<file path="src/rtl/watch_ctrl.sv">
// Stopwatch front end: synchronises and debounces the start/clear buttons,
// runs the IDLE/RUN/PAUSE state machine and produces the counter enable and clear pulses.

module watch_ctrl #(
  parameter int TICK_DIV  = 50000000,
  parameter int DB_CYCLES = 1000000
) (
  input  logic clk,
  input  logic rst_n,
  input  logic btn_start,
  input  logic btn_clear,
  output logic start_stop,
  output logic clear,
  output logic running
);

  localparam int DW = $clog2(DB_CYCLES + 1);
  localparam int PW = (TICK_DIV > 1) ? $clog2(TICK_DIV) : 1;
  localparam logic [DW-1:0] DB_LAST  = DW'(DB_CYCLES);
  localparam logic [PW-1:0] PRE_LAST = PW'(TICK_DIV - 1);

  typedef enum logic [1:0] {
    IDLE  = 2'd0,
    RUN   = 2'd1,
    PAUSE = 2'd2
  } state_t;

  // Bit 0 carries the start button, bit 1 the clear button, through every stage.
  logic [1:0]         sync1;
  logic [1:0]         sync2;
  logic [1:0]         level;
  logic [1:0]         level_q;
  logic [1:0]         press;
  logic [1:0][DW-1:0] db_cnt;

  state_t        state;
  state_t        state_next;
  logic          clear_next;
  logic          tick;
  logic [PW-1:0] pre_cnt;

  always_ff @(posedge clk or negedge rst_n) begin
    if (!rst_n) begin
      sync1 <= '0;
      sync2 <= '0;
    end else begin
      sync1 <= {btn_clear, btn_start};
      sync2 <= sync1;
    end
  end

  // A level change is accepted only after DB_CYCLES consecutive differing samples.
  always_ff @(posedge clk or negedge rst_n) begin
    if (!rst_n) begin
      level  <= '0;
      db_cnt <= '0;
    end else begin
      for (int i = 0; i < 2; i++) begin
        if (sync2[i] == level[i]) begin
          db_cnt[i] <= '0;
        end else if (db_cnt[i] == DB_LAST) begin
          level[i]  <= sync2[i];
          db_cnt[i] <= '0;
        end else begin
          db_cnt[i] <= db_cnt[i] + DW'(1);
        end
      end
    end
  end

  always_ff @(posedge clk or negedge rst_n) begin
    if (!rst_n) begin
      level_q <= '0;
      press   <= '0;
    end else begin
      level_q <= level;
      press   <= level & ~level_q;
    end
  end

  assign tick = (state == RUN) && (pre_cnt == PRE_LAST);

  // Clear has priority outside RUN; inside RUN only start is honoured.
  always_comb begin
    state_next = state;
    clear_next = 1'b0;
    case (state)
      IDLE: begin
        if (press[1]) begin
          clear_next = 1'b1;
        end else if (press[0]) begin
          state_next = RUN;
        end
      end
      RUN: begin
        if (press[0]) begin
          state_next = PAUSE;
        end
      end
      PAUSE: begin
        if (press[1]) begin
          state_next = IDLE;
          clear_next = 1'b1;
        end else if (press[0]) begin
          state_next = RUN;
        end
      end
      default: begin
        state_next = IDLE;
      end
    endcase
  end

  always_ff @(posedge clk or negedge rst_n) begin
    if (!rst_n) begin
      state      <= IDLE;
      running    <= 1'b0;
      clear      <= 1'b0;
      start_stop <= 1'b0;
    end else begin
      state      <= state_next;
      running    <= (state_next == RUN);
      clear      <= clear_next;
      start_stop <= tick;
    end
  end

  // The prescaler only holds in PAUSE, so a resumed run keeps its partial second.
  always_ff @(posedge clk or negedge rst_n) begin
    if (!rst_n) begin
      pre_cnt <= '0;
    end else if (clear_next) begin
      pre_cnt <= '0;
    end else if (state == RUN) begin
      if (tick) begin
        pre_cnt <= '0;
      end else begin
        pre_cnt <= pre_cnt + PW'(1);
      end
    end
  end

endmodule
</file>
<file path="config.mk">
export PLATFORM = sky130hd
export DESIGN_NAME = watch_ctrl
export DESIGN_NICKNAME = d
export VERILOG_FILES = /design/src/rtl/watch_ctrl.sv
export SDC_FILE = /design/constraint.sdc
export NUM_CORES = 1
export LEC_CHECK = 0
export CORE_MARGIN = 1
export CORE_UTILIZATION = 60
export CTS_BUF_LIST = sky130_fd_sc_hd__clkbuf_8
export DETAILED_ROUTE_END_ITERATION = 12
export GPL_TIMING_DRIVEN = 0
export PLACE_DENSITY = 0.78
export SLEW_MARGIN = 20
export SYNTH_ARGS = -nofsm -noshare
export SYNTH_HDL_FRONTEND = slang
export SYNTH_SLANG_ARGS = --single-unit
</file>
<file path="constraint.sdc">
create_clock -name clk -period 2.2 [get_ports clk]
set_input_delay 0.44 -clock clk [delete_from_list [all_inputs] [get_ports clk]]
set_output_delay 0.44 -clock clk [all_outputs]
set_load 0.005 [all_outputs]
</file>
Word-level counts from Yosys, hierarchy flattened
Index checks and enable logic that the tools add are counted.
Word-level totals
  flip-flop bits (word level): 81
  bits in latches: 0
  bits in writable memories: 0
  ROM bits: 0
  bits of input ports: 4
  output and inout port bits: 3
  word-level logic and storage cells: 48
  memories: 0
Operators by class
  $add $sub $neg: 3
  multiply operators: 0
  divide/modulo/power cells: 0
  $lt $le $gt $ge: 0
  equality and inequality tests: 8
  shift operators: 0
  mux-type cells: 14
  bitwise operators: 4
  reductions and logical operators: 6
Operator list (number)
  20-bit 2-to-1 mux: 4
  26-bit 2-to-1 mux: 3
  20-bit by 1-bit adder with 20-bit output, second input constant: 2
  20-bit == test, second input constant: 2
  26-bit by 1-bit adder with 26-bit output, second input constant: 1
  26-bit == test, second input constant: 1
  2-bit 2-to-1 mux: 4
  2-bit one-hot mux with 3 select lines: 1
  2-bit by 1-bit == test with 1-bit output, second input constant: 2
  2-bit AND reduction: 2
  2-bit bitwise AND: 1
  1-bit == test: 2
  2-bit == test, second input constant: 1
  2-bit zero test: 1
  1-bit 2-to-1 mux: 2
  1-bit inverter: 2
  2-bit inverter: 1
  2-bit nonzero test: 1
  2-bit OR reduction: 1
  1-bit logical AND: 1

Longest topological paths before layout
  word-level depth: 5
  mapped depth: 8
  gate-level depth less buffers: 7

Worst setup path after synthesis
Ideal clock, no wire load.
  path type: register to register
  start point: reg pre_cnt[0]
  end point: reg pre_cnt[1]
  library setup time: 121 ps
  data arrival time: 1852 ps
  data required time: 2079 ps
  setup slack: 227 ps
  cell stages (with the launch flop): 7
  path buffers: 1
  period minus slack after synthesis: 1973 ps
  path through: dfrtp_1 -> ha_1 -> nand3_1 -> or4_4 -> o21a_2 -> buf_6 -> a22o_1
Between the ends
  longest elaborated chain between the ends: 5
  elaborated cells on any way between the ends: 6
  those cells by class: add/sub: 1; eq/ne: 1; mux: 3; reduce/logical: 1
RTL lines
  start: declaration: RTL line 40  | logic [PW-1:0] pre_cnt;
  start signal: assignment: RTL line 138  | pre_cnt <= pre_cnt + PW'(1);
  branches (longest 2 deep; another with 26-bit by 1-bit adder with 26-bit output)
  26-bit 2-to-1 mux *: RTL line 135  | if (tick) begin
  26-bit 2-to-1 mux *: RTL line 134  | end else if (state == RUN) begin
  26-bit 2-to-1 mux *: RTL line 132  | end else if (clear_next) begin
Mark *: on every way between the ends. The select of a mux whose other input is x is not followed.
A chain may end at the register's enable or synchronous reset.

Final worst setup path
  start point: reg pre_cnt[1]
  end point: reg pre_cnt[1]
The elaborated chain is that of the path after synthesis.

==> metrics <==
Clock Tree Buf Depth 2; internal reg-to-reg setup slack 100 ps; commonest non-fill, non-tap cell in the layout dfrtp_1; die width 83.3 microns; most frequent cells in the layout 79 x dfrtp_1, 65 x nor2_1, 32 x nand2_1, 32 x xor2_1, 28 x nand4_1; WS Path Type register to register; synth unique cells 43; post-layout net count 438; hold crit path type input pin to async pin; final-report max-slew violation count 0; # Max-Cap Violations 0; crit start category register; Peak VDD IR roughly 0.49 mV; Core Footprint 0.00635 sq mm; die area 0.00694 sq mm; CTS Sinks a little over 80; Starting Density 62.4%; Async SR Flop Fraction 100%; Final setup violation count 0; Post-Synthesis Cells a little over 400; sequential fraction of the synthesis area 51.1%; via count 3131; share of cells above drive strength 1 9.03%; first-pass GRT wire length ~14000 microns; Clock Root Buffer clkbuf_8; Die Ht 83.3 microns; Crit. End Element register; Cell Area, Synth around 0.0040 sq mm; Pwr Total 2.77 mW; initial antenna violation count 0; Final Hold Fails 0; worst-skew pair later-pin latency 340 ps; YS warnings 0; met2 Use GR 38.1%; CP required 2440 ps; worst slew pin tran 763 ps; RSZ-0062 raised after global routing no; n_diodes 0; Site Rows 29; crit-path cells ha_2 > nand3_2 > or4_4 > o21a_2 > buf_6 > a22o_1; FF-to-FF path depth 6; grt ovf 0; vias in the first global route approximately 3000; initial DRC count 241; critical path peak fanout 10; CTS Hold Bufs 0; status complete, no violations; grt met1 use 33.4%; Final Core Density a little under 70%; DP Area ~0.0041 sq mm; Critical R2R Launch pre_cnt[1]; Worst-path clk slew 80 ps; Post-synth EDFFs 0; placer congestion estimate slightly above 0.9; CTS tree yes; GRT Total Usage 24.5%; TritonCTS Buffers 9; LEAKAGE ~1.9 nW; slowest CP cell or4_4; Final Skew 13.2 ps; Synth Net Count around 420; H-tree depth 3; Largest stage delay, worst path 540 ps; IO Pins 7; crit path time final 2100 ps; fmax 475 MHz; GR peak layer met2; Detail Route Antenna Nets 0; largest net degree at the start of global routing 49; cell area after layout 0.00441 sq mm; RR Endpoint pre_cnt[1]; Slew headroom 48.7%; DRC Markers 0; PwrDens 627 mW/mm^2; port bufs 6; Fillers 486; HPWL Detailed 5400 microns; area grow syn2layout 11.3%; WL final 7970 microns; GR Layer Usage met3 about 4.5%; Yosys reg bits 81; routed len/inst between 15 and 20 microns; DR pass1 iterations 5; period utilization between 90% and 100%; Synth Area per Inst 9.74 sq um; Most used DFF post-synth dfrtp_1; Via density 6.15; Critical Path AT 2340 ps
## what timing repair did
item | in CTS | in global routing
endpoints found under the hold margin | 0 | 0
endpoints found under the setup margin | 15 | 24
gates resized for setup | 3 | 5
setup buffers | 0 | 3
## area by class of cell
class	instances	area [sq um]	area share, %
tap	77	96.3	2.18
clock inverter	5	72.6	1.64
sequential	81	2030	46.0
multi-input combinational	303	1870	42.4
inverter	12	45.0	1.02
timing repair buffer	10	108	2.44
buffer	11	52.6	1.19
clock buffer	10	138	3.12
## layer usage
layer / vias up / wire (microns)
li1: 1477 / -
met1: 1533 / 3630
met2: 98 / 3780
met3: 23 / 377
met4: 0 / 184
met5: - / 0
## metrics by stage
stage	std cells	hold WS [ps]	TNS [ps]	setup WS, ps
final	509	35.8	0	96.0
after global routing	509	65.5	0	18.5
after CTS	506	48.1	0	10.2
after detailed placement	491	335	-366	-54.2
after global placement	490	334	-170440	-2100
after floorplan	407	144	0	227
## logic make-up (layout without fill, tap and decap cells)
group / after synthesis / in the layout / synth area share, %
simple gates: 210 / 210 / 27.8
flops: 81 / 81 / 51.1
xor+xnor: 47 / 47 / 10.4
compound gates: 38 / 38 / 5.81
buf+inv: 23 / 48 / 2.46
fa+ha+maj: 6 / 6 / 1.89
mux: 2 / 2 / 0.568
## flip-flops by register name, indices dropped and copies added, names as in the netlist
name,flops
level_q,2
sync2,2
level,2
sync1,2
pre_cnt,26
clear,1
start_stop,1
state,2
press,2
running,1
db_cnt,40
## worst max-delay path: cells and delay by family (launching register included)
kind / cells / cell delay (ps)
AOI/OAI and AO/OA: 2 / 510
buffers and inverters: 1 / 160
adders and majority gates: 1 / 230
DFF: 1 / 420
and+or+nand+nor: 2 / 660
## Yosys cell counts (all sizes together) (9+ instances only)
| master | number | area share (%) |
|---|---|---|
| a21oi | 10 | 1.3 |
| and3 | 9 | 1.4 |
| dfrtp | 81 | 51 |
| inv | 12 | 1.1 |
| nand2 | 32 | 3.0 |
| nand3 | 27 | 3.7 |
| nand4 | 28 | 4.4 |
| nor2 | 65 | 6.2 |
| nor4 | 9 | 1.7 |
| o21ai | 12 | 1.5 |
| xnor2 | 15 | 3.3 |
| xor2 | 32 | 7.1 |
## where the power goes
part / internal, mW / switching [mW] / leakage (nW) / total, mW
Clock: 0.655 / 0.518 / 0.115 / 1.17
Sequential: 1.50 / 0.0127 / 1.11 / 1.51
Combinational: 0.0256 / 0.0560 / 0.677 / 0.0817
Total: 2.18 / 0.587 / 1.91 / 2.77
## worst max path at each step
stage | end | slack, ps | cells past startpoint | from
after global routing | pre_cnt[16] | 20 | 7 | pre_cnt[0]
after detailed placement | pre_cnt[22] | -50 | 6 | pre_cnt[0]
final | pre_cnt[1] | 100 | 6 | pre_cnt[1]
after global placement | db_cnt[8] | -2100 | 1 | rst_n
after CTS | pre_cnt[1] | 10 | 6 | pre_cnt[1]
after floorplan | pre_cnt[1] | 230 | 6 | pre_cnt[0]
(Power assumes the default switching activity.)
